`src/rtl/count_serializer_pkg.sv`:
```
// Shared definitions for the count serializer: FSM state encoding, default frame
// header and byte-count derivation helpers.
package count_serializer_pkg;

    typedef enum logic [2:0] {
        StIdle = 3'd0,
        StHdr  = 3'd1,
        StC0   = 3'd2,
        StC1   = 3'd3,
        StCsum = 3'd4
    } state_e;

    localparam logic [7:0] HeaderDefault = 8'hA5;

    function automatic int unsigned bytes_per_count(input int unsigned count_w);
        return count_w / 8;
    endfunction

    // A single-byte count still needs a 1-bit index register to keep widths legal.
    function automatic int unsigned idx_width(input int unsigned nb);
        return (nb > 1) ? $clog2(nb) : 1;
    endfunction

endpackage

```
`src/rtl/count_serializer_byte_mux.sv`:
```
// Combinational byte selector: returns byte idx (LSB-first) of a COUNT_W-bit vector.
module byte_mux #(
    parameter int unsigned COUNT_W = 64,
    parameter int unsigned IDX_W   = 3
) (
    input  logic [COUNT_W-1:0] vec,
    input  logic [IDX_W-1:0]   idx,
    output logic [7:0]         sel_byte
);

    always_comb begin
        sel_byte = 8'h00;
        for (int i = 0; i < int'(COUNT_W / 8); i++) begin
            if (idx == IDX_W'(i)) begin
                sel_byte = vec[i*8 +: 8];
            end
        end
    end

endmodule

```
`src/rtl/count_serializer.sv`:
```
// Snapshots two event counts on request and streams them as a framed byte sequence:
// header, Count0 LSB-first, Count1 LSB-first, 8-bit additive checksum of the payload.
module count_serializer
    import count_serializer_pkg::*;
#(
    parameter int unsigned COUNT_W = 64,
    parameter logic [7:0]  HEADER  = HeaderDefault
) (
    input  logic               Clk,
    input  logic               Reset,
    input  logic [COUNT_W-1:0] Count0,
    input  logic [COUNT_W-1:0] Count1,
    input  logic               Req,
    output logic [7:0]         Data,
    output logic               Valid,
    input  logic               Ready,
    output logic               Busy,
    output logic               Done
);

    localparam int unsigned NB   = bytes_per_count(COUNT_W);
    localparam int unsigned IdxW = idx_width(NB);

    state_e             state;
    logic [IdxW-1:0]    idx;
    logic [7:0]         csum;
    logic [COUNT_W-1:0] snap0;
    logic [COUNT_W-1:0] snap1;

    logic [COUNT_W-1:0] mux_vec;
    logic [7:0]         cur_byte;
    logic               accept;
    logic               last_byte;

    assign mux_vec   = (state == StC1) ? snap1 : snap0;
    assign accept    = Valid & Ready;
    assign last_byte = (idx == IdxW'(NB - 1));

    byte_mux #(
        .COUNT_W (COUNT_W),
        .IDX_W   (IdxW)
    ) u_byte_mux (
        .vec      (mux_vec),
        .idx      (idx),
        .sel_byte (cur_byte)
    );

    // Data is decoded from registered state only, so it holds steady under backpressure.
    always_comb begin
        Data = 8'h00;
        case (state)
            StHdr:       Data = HEADER;
            StC0, StC1:  Data = cur_byte;
            StCsum:      Data = csum;
            default:     Data = 8'h00;
        endcase
    end

    always_ff @(posedge Clk) begin
        if (Reset) begin
            state <= StIdle;
            idx   <= '0;
            csum  <= 8'h00;
            snap0 <= '0;
            snap1 <= '0;
            Valid <= 1'b0;
            Busy  <= 1'b0;
            Done  <= 1'b0;
        end else begin
            Done <= 1'b0;
            case (state)
                StIdle: begin
                    if (Req) begin
                        snap0 <= Count0;
                        snap1 <= Count1;
                        csum  <= 8'h00;
                        idx   <= '0;
                        state <= StHdr;
                        Valid <= 1'b1;
                        Busy  <= 1'b1;
                    end
                end
                StHdr: begin
                    if (accept) begin
                        state <= StC0;
                        idx   <= '0;
                    end
                end
                StC0: begin
                    if (accept) begin
                        csum <= csum + cur_byte;
                        if (last_byte) begin
                            state <= StC1;
                            idx   <= '0;
                        end else begin
                            idx <= idx + IdxW'(1);
                        end
                    end
                end
                StC1: begin
                    if (accept) begin
                        csum <= csum + cur_byte;
                        if (last_byte) begin
                            state <= StCsum;
                            idx   <= '0;
                        end else begin
                            idx <= idx + IdxW'(1);
                        end
                    end
                end
                StCsum: begin
                    if (accept) begin
                        state <= StIdle;
                        Valid <= 1'b0;
                        Busy  <= 1'b0;
                        Done  <= 1'b1;
                    end
                end
                default: begin
                    state <= StIdle;
                    Valid <= 1'b0;
                    Busy  <= 1'b0;
                end
            endcase
        end
    end

endmodule
```
`config.mk`:
```
export PLATFORM = sky130hd
export DESIGN_NAME = count_serializer
export DESIGN_NICKNAME = d
export VERILOG_FILES = /design/src/rtl/count_serializer_pkg.sv /design/src/rtl/count_serializer_byte_mux.sv /design/src/rtl/count_serializer.sv
export SDC_FILE = /design/constraint.sdc
export NUM_CORES = 1
export LEC_CHECK = 0
export CELL_PAD_IN_SITES_DETAIL_PLACEMENT = 1
export CELL_PAD_IN_SITES_GLOBAL_PLACEMENT = 2
export CORE_MARGIN = 1.5
export CORE_UTILIZATION = 29
export CTS_CLUSTER_DIAMETER = 80
export DETAILED_ROUTE_END_ITERATION = 16
export PLACE_DENSITY_LB_ADDON = 0.12
export SYNTH_ARGS = -nofsm -noshare
export SYNTH_HDL_FRONTEND = slang
export SYNTH_SLANG_ARGS = --single-unit
```
`constraint.sdc`:
```
create_clock -name Clk -period 4.56 [get_ports Clk]
set_clock_uncertainty 0.15 [all_clocks]
set_input_delay 0.912 -clock Clk [delete_from_list [all_inputs] [get_ports Clk]]
set_output_delay 0.912 -clock Clk [all_outputs]
set_load 0.1 [all_outputs]
```
======== Word level (Yosys, flattened, before mapping) ========
Cells that the tools add are included.
storage, ports and cells
  flip-flop bits (word level) ............. 144
  latch bits .............................. 0
  bits in writable memories ............... 0
  memory bits (read-only) ................. 0
  input port bits ......................... 132
  output and inout bits ................... 11
  word-level logic and storage cells ...... 72
  memories kept ........................... 0
cells by class
  $add $sub $neg .......................... 2
  multipliers ............................. 0
  divide/modulo/power cells ............... 0
  magnitude comparators ................... 0
  eq/ne operators ......................... 19
  shift operators ......................... 0
  multiplexer cells ....................... 29
  bitwise operators ....................... 3
  reduce and logical (&&, ||, !) cells .... 12
operators by type and width
  operator                                                                 count
  8-bit two-way mux                                                        10
  64-bit two-way mux                                                       1
  3-bit two-way mux                                                        10
  8-bit one-hot mux with 3 select lines                                    1
  8-bit one-hot mux with 2 select lines                                    1
  3-bit equality test, second input constant                               5
  3-bit one-hot mux with 5 select lines                                    1
  2-bit inequality test, second input constant                             7
  3-bit by 2-bit equality test with 1-bit output, second input constant    4
  3-bit one-hot mux with 3 select lines                                    1
  8-bit adder                                                              1
  7-bit AND reduction                                                      1
  3-bit by 1-bit equality test with 1-bit output, second input constant    2
  3-bit zero test                                                          2
  3-bit AND reduction                                                      2
  4-bit AND reduction                                                      1
  2-bit OR reduction                                                       2
  3-bit by 1-bit adder with 3-bit output, second input constant            1
  1-bit two-way mux                                                        3
  1-bit one-hot mux with 3 select lines                                    1
  3-bit nonzero test                                                       1
  3-bit OR reduction                                                       1
  2-bit by 1-bit inequality test with 1-bit output, second input constant  1
  1-bit inverter                                                           2
  other kinds (3)                                                          3

======== Depth between registers and ports, before layout ========
Gate-level depths: netlist of run 1.
  word-level depth ........................ 13
  mapped depth ............................ 19
  depth with buffers taken out ............ 17

======== By module ========
From an unflattened synthesis of run 1, not the netlist that was laid out.
unflattened totals
  cells, all modules ...................... 796
  area, all modules ....................... 6,850.3 um^2
modules (own cells, without submodules)
  module            instances  cells an instance  area an instance (um^2)  seq. area each (um^2)
  count_serializer  1          767                6,299.8                  2,882.8
  byte_mux          1          29                 550.5                    0.0

======== Worst setup path after synthesis of run 1 ========
No wires, ideal clock.
  kind .................................... reg-to-reg
  from .................................... register state[1]
  to ...................................... register csum[6]
  setup time .............................. 0.101 ns
  data arrival time ....................... 3.169 ns
  data required time ...................... 4.309 ns
  path slack .............................. 1.140 ns
  stages on the path, launching flop included .. 19
  path buffers ............................ 3
  path through ............................ dfxtp_1 -> buf_2 -> nand3b_1 -> buf_2 -> buf_2 -> nand2_1 -> a21oi_1 -> o21ai_0 -> o2111ai_1 -> a22o_1 -> ha_1 -> inv_1 -> fa_1 -> nor2b_1 -> o21ai_0 -> a21boi_0 -> o21a_1 -> nor3_1 -> o41ai_1
on the way
  longest elaborated chain between the ends .. 13
  elaborated cells on any way between the ends .. 20
ends and longest elaborated chain
  item                                            RTL line                                         text
  start, declared                                 count_serializer.sv:24                           state_e state;
  start signal, assigned                          count_serializer.sv:61                           state <= StIdle;
  start signal, assigned                          count_serializer.sv:78                           state <= StHdr;
  start signal, assigned                          count_serializer.sv:85                           state <= StC0;
  3-bit by 2-bit equality test with 1-bit output  count_serializer.sv:35, count_serializer.sv:71
  64-bit two-way mux                              count_serializer.sv:35                           assign mux_vec = (state == StC1) ? snap1 : snap0;
  8-bit two-way mux (8 in a row)                  count_serializer_byte_mux.sv:14                  if (idx == IDX_W'(i)) begin
  8-bit adder                                     count_serializer.sv:91, count_serializer.sv:102
  8-bit two-way mux                               count_serializer.sv:90, count_serializer.sv:101
  8-bit one-hot mux with 2 select lines           count_serializer.sv:71                           case (state)
  end signal, assigned                            count_serializer.sv:91                           csum <= csum + cur_byte;
  end signal, assigned                            count_serializer.sv:102                          csum <= csum + cur_byte;
  end, declared                                   count_serializer.sv:26                           logic [7:0] csum;
Several ways; a longest one is shown, not always the timed one. The select of a mux whose other input is x is not followed.
A chain may end at the register's enable or synchronous reset.

======== Worst setup path in the final report of run 1 ========
  from .................................... register state[2]
  to ...................................... output Data[7]
on the way
  longest elaborated chain between the ends .. 11
  elaborated cells on any way between the ends .. 15
ends and longest elaborated chain
  item                                            RTL line                                        text
  3-bit by 2-bit equality test with 1-bit output  count_serializer.sv:35, count_serializer.sv:51
  64-bit two-way mux                              count_serializer.sv:35
  8-bit two-way mux (8 in a row)                  count_serializer_byte_mux.sv:14
  8-bit one-hot mux with 3 select lines (*)       count_serializer.sv:51                          case (state)
  end, declared                                   count_serializer.sv:14                          output logic [7:0] Data,
Mark *: on every way between the ends. The rest lies on a longest branch, timed or not.

==> results of run 1 <==
[how the worst max path moves through the flow]
stage | startpoint | end | slack, ps
4_1_cts | state[2] | Data[7] | 370
5_1_grt | idx[1] | csum[7] | 170
3_3_place_gp | state[2] | csum[7] | 700
3_5_place_dp | state[2] | csum[7] | 590
2_1_floorplan | state[1] | csum[6] | 1140
6_report | state[2] | Data[7] | 390
[per-stage QoR]
stage	area (µm²)	hold WS [ps]	total power, mW	setup WS, ps	utilization, %
3_3_place_gp	8650	292	1.94	696	37.1
5_1_grt	9210	328	3.41	173	39.5
6_report	9210	305	3.25	387	39.5
4_1_cts	9210	308	3.30	365	39.5
3_5_place_dp	8650	299	1.94	593	37.1
2_1_floorplan	6870	282	1.69	1140	-
[cells by family (layout without fill, tap and decap cells)]
kind of cell	count (synthesis)	in the layout
buffers and inverters	78	198
adder cells (fa/ha/maj)	14	14
XOR/XNOR	2	2
AND/OR/NAND/NOR	427	427
multiplexers	37	37
AO/OA/AOI/OAI	230	230
flip-flops	144	144
[synthesized netlist by cell type (3+ instances only)]
| cell type | instances |
|---|---|
| sky130_fd_sc_hd__nand2_1 | 331 |
| sky130_fd_sc_hd__a21oi_1 | 151 |
| sky130_fd_sc_hd__dfxtp_1 | 144 |
| sky130_fd_sc_hd__clkbuf_1 | 50 |
| sky130_fd_sc_hd__mux2i_1 | 34 |
| sky130_fd_sc_hd__nor2_1 | 33 |
| sky130_fd_sc_hd__nand3_1 | 22 |
| sky130_fd_sc_hd__o21ai_0 | 14 |
| sky130_fd_sc_hd__ha_1 | 13 |
| sky130_fd_sc_hd__nor3_1 | 10 |
| sky130_fd_sc_hd__a31oi_1 | 8 |
| sky130_fd_sc_hd__buf_2 | 8 |
| sky130_fd_sc_hd__inv_1 | 8 |
| sky130_fd_sc_hd__o221ai_1 | 7 |
| sky130_fd_sc_hd__a22o_1 | 6 |
| sky130_fd_sc_hd__buf_1 | 6 |
| sky130_fd_sc_hd__a21o_1 | 5 |
| sky130_fd_sc_hd__nand3b_1 | 5 |
| sky130_fd_sc_hd__o211ai_1 | 5 |
| sky130_fd_sc_hd__o22ai_1 | 5 |
| sky130_fd_sc_hd__a32o_1 | 4 |
| sky130_fd_sc_hd__and2_1 | 4 |
| sky130_fd_sc_hd__and3_1 | 4 |
| sky130_fd_sc_hd__nand2b_1 | 4 |
| sky130_fd_sc_hd__o2111ai_1 | 4 |
| sky130_fd_sc_hd__a211oi_1 | 3 |
| sky130_fd_sc_hd__buf_4 | 3 |
| sky130_fd_sc_hd__mux2_2 | 3 |
| sky130_fd_sc_hd__nor2b_1 | 3 |
[worst reg2reg max path, delay by kind of cell (launching register included)]
kind	cells	cell delay (ps)
adder cells (fa/ha/maj)	2	600
buffers and inverters	1	310
AO/OA/AOI/OAI	7	1590
AND/OR/NAND/NOR	3	760
flip-flops	1	390
XOR/XNOR	1	140
[area by class of cell]
class | count | share of cell area (%)
inverter | 9 | 0.367
sequential | 144 | 31.3
clock buffer | 19 | 4.81
multi-input combinational | 710 | 39.9
timing repair buffer | 157 | 18.0
clock inverter | 13 | 1.26
tap | 319 | 4.33
[registers in the layout (all words and copies together), names as in the netlist]
signal  flops
state       3
Done        1
csum        8
snap0      64
Busy        1
idx         3
snap1      64
[power by group]
part / internal [mW] / switching, mW / total [mW]
combinational: 0.223 / 0.295 / 0.517
sequential: 1.34 / 0.0495 / 1.39
clock: 0.731 / 0.620 / 1.35
total: 2.29 / 0.964 / 3.25
[routing by layer]
layer  wire (µm)  up-vias
met1       11800     3138
li1            -     3378
met5           0        -
met4         391        0
met3         841       22
met2       10800      146
==> flow_summary.html, run 1 <==
<table>
<tr><th>Metric</th><th>Value</th></tr>
<tr><th colspan="2">Worst setup path</th></tr>
<tr><td>Ordered cell list for the critical path</td><td>nand3b_1 &gt; buf_12 &gt; mux2_2 &gt; a221oi_1 &gt; nand3_1 &gt; a22o_1 &gt; buf_12</td></tr>
<tr><td>Crit Reg-Reg Startpoint</td><td>idx[0]</td></tr>
<tr><td>Cell family with most CP delay</td><td>compound AO/OA/AOI/OAI gates</td></tr>
<tr><td>R2R cell count</td><td>14</td></tr>
<tr><td>Critical Path Fanout Max</td><td>32</td></tr>
<tr><td>Slowest Stage Delay on Critical Path</td><td>610 ps</td></tr>
<tr><td>Reg2Reg Setup Slack</td><td>550 ps</td></tr>
<tr><td>Levels on crit path</td><td>7</td></tr>
<tr><td>CP max stage cell</td><td>sky130_fd_sc_hd__a221oi_1</td></tr>
<tr><td>Buffers plus inverters on the worst setup path</td><td>2</td></tr>
<tr><td>Type of the worst setup path</td><td>register to primary output</td></tr>
<tr><td>Critical R2R Capture</td><td>csum[7]</td></tr>
<tr><td>Required time worst endpoint</td><td>3500 ps</td></tr>
<tr><td>Most frequent cell on the critical path</td><td>sky130_fd_sc_hd__buf_12</td></tr>
<tr><td>Critical path launch point type</td><td>register</td></tr>
<tr><td>Data arrival time of the critical path</td><td>3110 ps</td></tr>
<tr><td>Crit. End Element</td><td>primary output</td></tr>
<tr><th colspan="2">Timing</th></tr>
<tr><td>Final critical path time including I/O delays and setup</td><td>4170 ps</td></tr>
<tr><td>Final worst path period share</td><td>91.5%</td></tr>
<tr><td>Unrepaired setup endpoints after global routing</td><td>false</td></tr>
<tr><td>Final Hold Viols</td><td>0</td></tr>
<tr><td>Slew of the pin with the lowest slew margin</td><td>962 ps</td></tr>
<tr><td>Setup-violating endpoint count in the final report</td><td>0</td></tr>
<tr><td>Slew HR</td><td>35.7%</td></tr>
<tr><td>Setup total negative slack</td><td>0 ps</td></tr>
<tr><td>Upper clock frequency limit</td><td>240 MHz</td></tr>
<tr><td>Max Slew Vio Count</td><td>0</td></tr>
<tr><th colspan="2">Worst hold path</th></tr>
<tr><td>Source of the worst hold timing path</td><td>snap0[62]</td></tr>
<tr><td>Hold Path Depth</td><td>2</td></tr>
<tr><td>Tightest Hold Check Type</td><td>register to register</td></tr>
<tr><td>Hold Path End</td><td>snap0[62]</td></tr>
<tr><th colspan="2">Power and ir drop</th></tr>
<tr><td>Leakage Power</td><td>3.38 nW</td></tr>
<tr><td>Ratio of total power to cell area</td><td>353 nW/µm²</td></tr>
<tr><td>Largest voltage drop on the vdd net</td><td>0.164 mV</td></tr>
<tr><th colspan="2">Finish</th></tr>
<tr><td>Area used by sequential logic in the layout</td><td>2880 µm²</td></tr>
<tr><td>Fillers</td><td>2843</td></tr>
<tr><td>Commonest non-fill, non-tap cell in the layout</td><td>sky130_fd_sc_hd__nand2_1</td></tr>
<tr><td>Area overhead of the layout relative to synthesis</td><td>34.1%</td></tr>
<tr><td>Diodes inserted</td><td>0</td></tr>
<tr><td>Most used cells in the layout excluding fill and tap cells</td><td>sky130_fd_sc_hd__nand2_1 (331), sky130_fd_sc_hd__a21oi_1 (151), sky130_fd_sc_hd__dfxtp_1 (144)</td></tr>
<tr><td>Area taken by multi-input logic gates</td><td>3680 µm²</td></tr>
<tr><td>Final net count</td><td>1185</td></tr>
<tr><td>Non-filler cells, final</td><td>1371</td></tr>
<tr><td>Fraction of final layout cells with drive strength greater than 1</td><td>6.08%</td></tr>
<tr><th colspan="2">Drt</th></tr>
<tr><td>DRC violations left</td><td>0</td></tr>
<tr><td>Antenna violation net count after detailed routing</td><td>0</td></tr>
<tr><td>Detailed-route wire length per cell</td><td>17.4 µm</td></tr>
<tr><td>Vias post-DR</td><td>6684</td></tr>
<tr><td>Ratio of routed vias to standard cells</td><td>4.88</td></tr>
<tr><td>Post-Route WL</td><td>23.8 mm</td></tr>
<tr><td>Pre-Repair DR Iteration Count</td><td>5</td></tr>
<tr><td>DRC marker count from the first detailed-route iteration</td><td>368</td></tr>
<tr><th colspan="2">Synth</th></tr>
<tr><td>Synth Area in XOR/XNOR</td><td>0.255%</td></tr>
<tr><td>Adder-cell share of the synthesized area</td><td>2.66%</td></tr>
<tr><td>Share of synthesized area occupied by flip-flops and latches</td><td>41.9%</td></tr>
<tr><td>Syn Inst Count</td><td>932</td></tr>
<tr><td>Synth Register Bits</td><td>144</td></tr>
<tr><td>Simple logic cell fraction of the synthesized area</td><td>25.3%</td></tr>
<tr><td>Cell type with the highest aggregate area in the netlist</td><td>sky130_fd_sc_hd__dfxtp_1</td></tr>
<tr><td>Cell area after synthesis</td><td>6870 µm²</td></tr>
<tr><td>Dominant combinational cell family by area after synthesis</td><td>simple AND/OR/NAND/NOR gates</td></tr>
<tr><td>Average instance area after synthesis</td><td>7.37 µm²</td></tr>
<tr><td>Synthesized Nets</td><td>1078</td></tr>
<tr><td>Complex-gate fraction of the synthesized area</td><td>19.6%</td></tr>
<tr><td>Number of synthesized flops with an enable pin</td><td>0</td></tr>
<tr><td>FFs w/ async S/R, synth</td><td>0%</td></tr>
<tr><td>Most common flop cell mapped by yosys</td><td>sky130_fd_sc_hd__dfxtp_1</td></tr>
<tr><td>Ranking of synthesized cells by area</td><td>sky130_fd_sc_hd__dfxtp_1 (42%), sky130_fd_sc_hd__nand2_1 (18%), sky130_fd_sc_hd__a21oi_1 (11%)</td></tr>
<tr><td>Share of the synthesized area in the top cell type</td><td>41.9%</td></tr>
<tr><td>Count of unique library cells instantiated by Yosys</td><td>54</td></tr>
<tr><td>Share of synthesized area spent on multiplexers</td><td>5.44%</td></tr>
<tr><td>Number of warning messages in the yosys log</td><td>0</td></tr>
<tr><th colspan="2">Place</th></tr>
<tr><td>DP HPWL</td><td>17.2 mm</td></tr>
<tr><td>Placed Instances</td><td>1339</td></tr>
<tr><td>Count of input and output buffers</td><td>142</td></tr>
<tr><td>Last weighted congestion value of the routability-driven placer</td><td>0.841</td></tr>
<tr><th colspan="2">Floorplanning</th></tr>
<tr><td>Floorplan row count</td><td>56</td></tr>
<tr><td>Count of boundary I/O pins</td><td>143</td></tr>
<tr><td>Starting density of the core</td><td>29.5%</td></tr>
<tr><td>Core outline area</td><td>23300 µm²</td></tr>
<tr><td>Die boundary width</td><td>157 µm</td></tr>
<tr><td>Die boundary height</td><td>157 µm</td></tr>
<tr><td>Die ar.</td><td>24600 µm²</td></tr>
<tr><th colspan="2">Run status</th></tr>
<tr><td>Outcome</td><td>finished, final reports clean</td></tr>
<tr><th colspan="2">CTS</th></tr>
<tr><td>Clock tree from TritonCTS</td><td>done</td></tr>
<tr><td>Hold-fix buffer count after cts</td><td>0</td></tr>
<tr><td>Number of buffers added for setup after CTS</td><td>0</td></tr>
<tr><td>Clock latency on the worst-skew pair</td><td>430 ps</td></tr>
<tr><td>Clock buffers created by TritonCTS</td><td>17</td></tr>
<tr><td>CTS H-tree lvls</td><td>4</td></tr>
<tr><td>CTS root buf</td><td>sky130_fd_sc_hd__clkbuf_16</td></tr>
<tr><td>Clock tree sinks</td><td>144</td></tr>
<tr><td>Number of instances resized during post-cts repair</td><td>0</td></tr>
<tr><td>Clock-pin slew on the worst setup and hold paths</td><td>70 ps</td></tr>
<tr><td>Maximum buffer depth of the clock tree</td><td>2</td></tr>
<tr><th colspan="2">Global routing</th></tr>
<tr><td>Global-route wire length before repair</td><td>37.5 mm</td></tr>
<tr><td>Overflow after GRT</td><td>0</td></tr>
<tr><td>Met3 track utilization from global routing</td><td>3.77%</td></tr>
<tr><td>Pin count of the biggest net entering global routing</td><td>77</td></tr>
<tr><td>Fraction of met2 tracks used by global routing</td><td>32.1%</td></tr>
<tr><td>Total track usage</td><td>20.1%</td></tr>
<tr><td>Met1 track demand over resource</td><td>27.4%</td></tr>
<tr><td>Grt peak-use layer</td><td>met2</td></tr>
<tr><td>Vias in the first global route</td><td>6782</td></tr>
<tr><td>Antenna violations before repair</td><td>0</td></tr>
<tr><th colspan="2">Flow run</th></tr>
<tr><td>Total of max-cap violations</td><td>0</td></tr>
</table>
Note: power is estimated with default switching activity, not from simulation.
==> run 2: changes to the inputs <==
- CORE_UTILIZATION: 29 -> 35
- DONT_BUFFER_PORTS: not set -> 1
==> flow_summary.html, run 2 (synthesized netlist as in run 1, its figures left out) <==
<table>
<tr><th>Metric</th><th>Value</th></tr>
<tr><th colspan="2">Run status</th></tr>
<tr><td>Outcome</td><td>finished, final reports clean (unchanged)</td></tr>
<tr><th colspan="2">Finish</th></tr>
<tr><td>Fraction of final layout cells with drive strength greater than 1</td><td>6.98% (was 6.08%)</td></tr>
<tr><td>Utilization after layout</td><td>39.7% (was 39.5%)</td></tr>
<tr><td>Post-Layout Inst Area</td><td>7680 µm² (was 9210 µm²)</td></tr>
<tr><td>Final net count</td><td>1050 (was 1185)</td></tr>
<tr><td>Area overhead of the layout relative to synthesis</td><td>11.8% (was 34.1%)</td></tr>
<tr><td>Most used cells in the layout excluding fill and tap cells</td><td>sky130_fd_sc_hd__nand2_1 (331), sky130_fd_sc_hd__a21oi_1 (151), sky130_fd_sc_hd__dfxtp_1 (143) (was sky130_fd_sc_hd__nand2_1 (331), sky130_fd_sc_hd__a21oi_1 (151), sky130_fd_sc_hd__dfxtp_1 (144))</td></tr>
<tr><td>Fillers</td><td>2406 (was 2843)</td></tr>
<tr><td>Regs by FF count</td><td>snap0: 64 flops, snap1: 64 flops, csum: 8 flops (unchanged)</td></tr>
<tr><td>Commonest non-fill, non-tap cell in the layout</td><td>sky130_fd_sc_hd__nand2_1 (unchanged)</td></tr>
<tr><td>Diodes inserted</td><td>0 (unchanged)</td></tr>
<tr><th colspan="2">Global routing</th></tr>
<tr><td>Total track usage</td><td>22.8% (was 20.1%)</td></tr>
<tr><td>Overflow after GRT</td><td>0 (unchanged)</td></tr>
<tr><td>Vias in the first global route</td><td>6345 (was 6782)</td></tr>
<tr><td>Global-route wire length before repair</td><td>35.3 mm (was 37.5 mm)</td></tr>
<tr><td>Antenna violations before repair</td><td>0 (unchanged)</td></tr>
<tr><td>Pin count of the biggest net entering global routing</td><td>146 (was 77)</td></tr>
<tr><th colspan="2">Timing</th></tr>
<tr><td>Slew HR</td><td>18.2% (was 35.7%)</td></tr>
<tr><td>Upper clock frequency limit</td><td>232 MHz (was 240 MHz)</td></tr>
<tr><td>Final critical path time including I/O delays and setup</td><td>4310 ps (was 4170 ps)</td></tr>
<tr><td>Hold_ws</td><td>305 ps (about the same)</td></tr>
<tr><td>Max Slew Vio Count</td><td>0 (unchanged)</td></tr>
<tr><td>Final Hold Viols</td><td>0 (unchanged)</td></tr>
<tr><td>Final worst path period share</td><td>94.5% (was 91.5%)</td></tr>
<tr><td>Slew of the pin with the lowest slew margin</td><td>1230 ps (was 962 ps)</td></tr>
<tr><td>Setup-violating endpoint count in the final report</td><td>0 (unchanged)</td></tr>
<tr><td>Unrepaired setup endpoints after global routing</td><td>false (unchanged)</td></tr>
<tr><td>Setup total negative slack</td><td>0 ps (unchanged)</td></tr>
<tr><th colspan="2">Power and ir drop</th></tr>
<tr><td>Internal Power</td><td>2.22 mW (was 2.29 mW)</td></tr>
<tr><td>Largest voltage drop on the vdd net</td><td>0.220 mV (was 0.164 mV)</td></tr>
<tr><td>Switch Pwr</td><td>0.898 mW (was 0.964 mW)</td></tr>
<tr><td>Proportion of power drawn by the clock network</td><td>44.0% (was 41.5%)</td></tr>
<tr><td>Ratio of total power to cell area</td><td>406 nW/µm² (was 353 nW/µm²)</td></tr>
<tr><td>Power Total</td><td>3.12 mW (was 3.25 mW)</td></tr>
<tr><td>Leakage Power</td><td>2.82 nW (was 3.38 nW)</td></tr>
<tr><td>Portion of total power attributed to sequential cells</td><td>44.6% (was 42.6%)</td></tr>
<tr><td>Gate power share</td><td>11.4% (was 15.9%)</td></tr>
<tr><td>Fraction of power spent switching nets</td><td>28.8% (was 29.6%)</td></tr>
<tr><th colspan="2">Drt</th></tr>
<tr><td>Post-Route WL</td><td>22.9 mm (was 23.8 mm)</td></tr>
<tr><td>Detailed-route wire length per cell</td><td>19.4 µm (was 17.4 µm)</td></tr>
<tr><td>Vias post-DR</td><td>6339 (was 6684)</td></tr>
<tr><td>Ratio of routed vias to standard cells</td><td>5.36 (was 4.88)</td></tr>
<tr><td>DRC marker count from the first detailed-route iteration</td><td>250 (was 368)</td></tr>
<tr><td>Antenna violation net count after detailed routing</td><td>0 (unchanged)</td></tr>
<tr><td>DRC violations left</td><td>0 (unchanged)</td></tr>
<tr><td>Pre-Repair DR Iteration Count</td><td>4 (was 5)</td></tr>
<tr><th colspan="2">Place</th></tr>
<tr><td>Last weighted congestion value of the routability-driven placer</td><td>0.825 (was 0.841)</td></tr>
<tr><td>Cell area after placement</td><td>7100 µm² (was 8650 µm²)</td></tr>
<tr><td>Count of input and output buffers</td><td>0 (was 142)</td></tr>
<tr><td>DP HPWL</td><td>16.4 mm (was 17.2 mm)</td></tr>
<tr><th colspan="2">CTS</th></tr>
<tr><td>Number of buffers added for setup after CTS</td><td>0 (unchanged)</td></tr>
<tr><td>CTS root buf</td><td>sky130_fd_sc_hd__clkbuf_16 (unchanged)</td></tr>
<tr><td>Clock buffers created by TritonCTS</td><td>17 (unchanged)</td></tr>
<tr><td>Clock tree sinks</td><td>144 (unchanged)</td></tr>
<tr><td>Clock tree from TritonCTS</td><td>done (unchanged)</td></tr>
<tr><td>CTS H-tree lvls</td><td>4 (unchanged)</td></tr>
<tr><td>Clock latency on the worst-skew pair</td><td>440 ps (was 430 ps)</td></tr>
<tr><td>Maximum buffer depth of the clock tree</td><td>2 (unchanged)</td></tr>
<tr><td>Clock-pin slew on the worst setup and hold paths</td><td>60 ps (was 70 ps)</td></tr>
<tr><th colspan="2">Floorplanning</th></tr>
<tr><td>Starting density of the core</td><td>35.5% (was 29.5%)</td></tr>
<tr><td>Die boundary width</td><td>143 µm (was 157 µm)</td></tr>
<tr><td>Die ar.</td><td>20500 µm² (was 24600 µm²)</td></tr>
<tr><td>Die boundary height</td><td>143 µm (was 157 µm)</td></tr>
<tr><td>Core outline area</td><td>19300 µm² (was 23300 µm²)</td></tr>
<tr><td>Floorplan row count</td><td>51 (was 56)</td></tr>
<tr><td>Count of boundary I/O pins</td><td>143 (unchanged)</td></tr>
<tr><th colspan="2">Worst setup path</th></tr>
<tr><td>Data arrival time of the critical path</td><td>3250 ps (was 3110 ps)</td></tr>
<tr><td>Cell family with most CP delay</td><td>buffers and inverters (was compound AO/OA/AOI/OAI gates)</td></tr>
<tr><td>Buffers plus inverters on the worst setup path</td><td>3 (was 2)</td></tr>
<tr><td>Required time worst endpoint</td><td>3500 ps (about the same)</td></tr>
<tr><td>Critical Path Fanout Max</td><td>22 (was 32)</td></tr>
<tr><td>Critical path launch point type</td><td>register (unchanged)</td></tr>
<tr><td>Most frequent cell on the critical path</td><td>sky130_fd_sc_hd__buf_4 (was sky130_fd_sc_hd__buf_12)</td></tr>
<tr><td>Crit. End Element</td><td>primary output (unchanged)</td></tr>
<tr><td>CP max stage cell</td><td>sky130_fd_sc_hd__a221oi_1 (unchanged)</td></tr>
<tr><td>Slowest Stage Delay on Critical Path</td><td>550 ps (was 610 ps)</td></tr>
<tr><td>Ordered cell list for the critical path</td><td>buf_4 &gt; nand3b_1 &gt; buf_4 &gt; mux2_2 &gt; a221oi_1 &gt; nand3_1 &gt; a22o_1 &gt; buf_4 (was nand3b_1 &gt; buf_12 &gt; mux2_2 &gt; a221oi_1 &gt; nand3_1 &gt; a22o_1 &gt; buf_12)</td></tr>
<tr><td>Type of the worst setup path</td><td>register to primary output (unchanged)</td></tr>
<tr><th colspan="2">Worst hold path</th></tr>
<tr><td>Tightest Hold Check Type</td><td>register to register (unchanged)</td></tr>
<tr><th colspan="2">Flow run</th></tr>
<tr><td>Total of max-cap violations</td><td>0 (unchanged)</td></tr>
</table>
run 2: final timing paths:
kind                   from         to  slack [ps]  depth (start not counted)
hold reg to reg   snap0[13]  snap0[13]         300                          2
hold / removal    snap0[13]  snap0[13]         300                          2
setup / recovery   state[2]    Data[7]         250                          8
setup reg to reg   state[0]    csum[6]         390                         16
run 2: timing repair:
action                                  in CTS  in global routing
gates resized for setup                      1                  2
hold buffers                                 0                  0
endpoints found under the setup margin       1                  1
pin swaps                                    0                  0
run 2: per-layer routing:
layer | vias to the layer above | GRT usage [%] | part of all wire, %
li1 | 3107 | - | -
met1 | 3081 | 30.6 | 49
met2 | 134 | 37.0 | 45
met3 | 17 | 4.73 | 4.3
met4 | 0 | 6.13 | 1.3
met5 | - | 0 | 0
run 2: metrics by stage:
| stage | cells | setup slack [ps] |
|---|---|---|
| floorplan | 932 | 1140 |
| global placement | 1150 | 404 |
| detailed placement | 1150 | 285 |
| CTS | 1182 | 222 |
| global route | 1182 | 78.4 |
| finish | 1182 | 251 |
run 2: worst min-delay path: stages (launching register included):
cell                      delay, ps
sky130_fd_sc_hd__dfxtp_1        310
sky130_fd_sc_hd__nand2_1         50
sky130_fd_sc_hd__a21oi_1         50
run 2: final cells by class:
cell class | count | area [µm²] | share of cell area [%]
multi-input cells | 710 | 3680 | 48.0
flip-flops and latches | 144 | 2880 | 37.5
clock buffers | 19 | 443 | 5.77
clock inverters | 13 | 126 | 1.65
inverters | 9 | 33.8 | 0.440
repair buffers | 22 | 178 | 2.31
well taps | 265 | 332 | 4.32
run 2: power by group through the flow:
stage	Sequential, mW	Combinational, mW	Clock (mW)
6_report	1.39	0.355	1.37
5_1_grt	1.40	0.394	1.45
4_1_cts	1.39	0.360	1.39
3_5_place_dp	1.42	0.359	0
3_3_place_gp	1.42	0.349	0
2_1_floorplan	1.40	0.286	0
==> RTL edit (flow settings as in run 1) <==
`COUNT_W` is set to 64 in 2 places; all go to 56.
--- a/src/rtl/count_serializer_byte_mux.sv
+++ b/src/rtl/count_serializer_byte_mux.sv
@@ -1,6 +1,6 @@
 // Combinational byte selector: returns byte idx (LSB-first) of a COUNT_W-bit vector.
 module byte_mux #(
-    parameter int unsigned COUNT_W = 64,
+    parameter int unsigned COUNT_W = 56,
     parameter int unsigned IDX_W   = 3
 ) (
     input  logic [COUNT_W-1:0] vec,
--- a/src/rtl/count_serializer.sv
+++ b/src/rtl/count_serializer.sv
@@ -3,7 +3,7 @@
 module count_serializer
     import count_serializer_pkg::*;
 #(
-    parameter int unsigned COUNT_W = 64,
+    parameter int unsigned COUNT_W = 56,
     parameter logic [7:0]  HEADER  = HeaderDefault
 ) (
     input  logic               Clk,
Ports: changed (resized Count0 and Count1); port bits go from 143 to 127. No check against the original RTL was run, so the function may have changed too.
==> RTL edit against run 1 <==
Global-route usage shrank 1.3 points; fmax shrank 4.0%; power shrank 6.8%; routed wire length shrank 17%; worst setup slack lost 0.17 ns; synthesized area shrank 13%; cell area shrank 12%; sequential cell count shrank 16.
==> RTL edit: results <==
# TYPE chip_impl_metric gauge
chip_impl_info{name="outcome",value="completed"} 1
chip_impl_metric{name="detail_route.wirelength.met1",unit="um"} 9830
chip_impl_metric{name="drt_iter0_markers",unit=""} 240
chip_impl_metric{name="placement.cell_area",unit="sq mm"} 0.00748
chip_impl_info{name="cp-startpoint",value="state[1]$_SDFFE_PP0P_"} 1
chip_impl_metric{name="place_ws",unit="ns"} 0.518
chip_impl_metric{name="multiInputGateArea",unit="sq mm"} 0.00313
chip_impl_metric{name="layout.clock.cell_area_share",unit="%"} 7.20
chip_impl_metric{name="buffer_ports.inserted",unit=""} 126
chip_impl_metric{name="global_route.usage.total",unit="%"} 18.8
chip_impl_metric{name="met2_length",unit="um"} 9260
chip_impl_metric{name="number_of_non_clock_buffers",unit=""} 134
chip_impl_info{name="critical_path.reg2reg.startpoint",value="state[1]$_SDFFE_PP0P_"} 1
chip_impl_metric{name="num-nets-final",unit=""} 977
chip_impl_metric{name="met3_length",unit="um"} 691
chip_impl_metric{name="finalWeightedCongestion",unit=""} 0.791
chip_impl_metric{name="floorplan.die_area",unit="sq mm"} 0.0214
chip_impl_metric{name="synthesis.area_per_instance",unit="sq um"} 7.89
chip_impl_info{name="post_synth_main_area_contributors",value="sky130_fd_sc_hd__dfxtp_1 (43%), sky130_fd_sc_hd__nand2_1 (15%), sky130_fd_sc_hd__a21oi_1 (11%)"} 1
chip_impl_metric{name="number_of_filler_instances_in_the_final_layout",unit=""} 2411
chip_impl_metric{name="internal-power",unit="mW"} 2.21
chip_impl_metric{name="final.hold.worst_slack",unit="ns"} 0.306
chip_impl_metric{name="seq_area_share",unit="%"} 31.8
chip_impl_info{name="r2r_end",value="csum[6]$_SDFFE_PP0P_"} 1
chip_impl_metric{name="nonClockInverterCount",unit=""} 8
chip_impl_metric{name="synth_adder_area_share",unit="%"} 2.01
chip_impl_info{name="worst_hold_startpoint",value="snap1[34]$_SDFFE_PP0P_"} 1
chip_impl_info{name="synth_top_cells_by_count",value="sky130_fd_sc_hd__nand2_1 (242), sky130_fd_sc_hd__a21oi_1 (136), sky130_fd_sc_hd__dfxtp_1 (128)"} 1
chip_impl_metric{name="tightestPinTransition",unit="ns"} 1.18
[RTL edit: changes by cell type in the layout (fill, tap and decap cells not counted), sizes merged, moves of 7 or more]
cell,change
nor2b,+7
a21oi,-15
mux4,+7
nor2,-9
mux2,+8
dfxtp,-16
o221ai,-7
clkdlybuf4s50,-16
nand2,-89
buf,-7
nand3,-15
[RTL edit: layer usage]
metal | GRT usage [%] | vias up
met5 | 0 | -
met4 | 5.00 | 0
met3 | 4.03 | 2
met2 | 29.5 | 100
met1 | 26.1 | 2652
li1 | - | 2777
[RTL edit: kinds of logic after synthesis]
logic type,Yosys count
xor gates and xnor gates,3
muxes,47
buffers and inverters,65
AOI/OAI and AO/OA,198
adders and majority gates,9
DFF,128
and+or+nand+nor,306
[RTL edit: worst max-delay path: stages (launching register included)]
cell	delay, ns
sky130_fd_sc_hd__dfxtp_1	0.57
sky130_fd_sc_hd__nand3b_4	0.31
sky130_fd_sc_hd__buf_4	0.38
sky130_fd_sc_hd__a221o_1	0.40
sky130_fd_sc_hd__a221o_1	0.32
sky130_fd_sc_hd__a41o_1	0.29
sky130_fd_sc_hd__o21a_1	0.19
sky130_fd_sc_hd__a31o_1	0.21
sky130_fd_sc_hd__buf_12	0.17
[RTL edit: power by group through the flow]
| stage | Clock (mW) | Combinational, mW | Sequential (mW) |
|---|---|---|---|
| after floorplan | 0 | 0.254 | 1.25 |
| after global placement | 0 | 0.449 | 1.26 |
| after detailed placement | 0 | 0.457 | 1.26 |
| after CTS | 1.38 | 0.458 | 1.24 |
| after global routing | 1.43 | 0.493 | 1.25 |
| final | 1.35 | 0.449 | 1.24 |
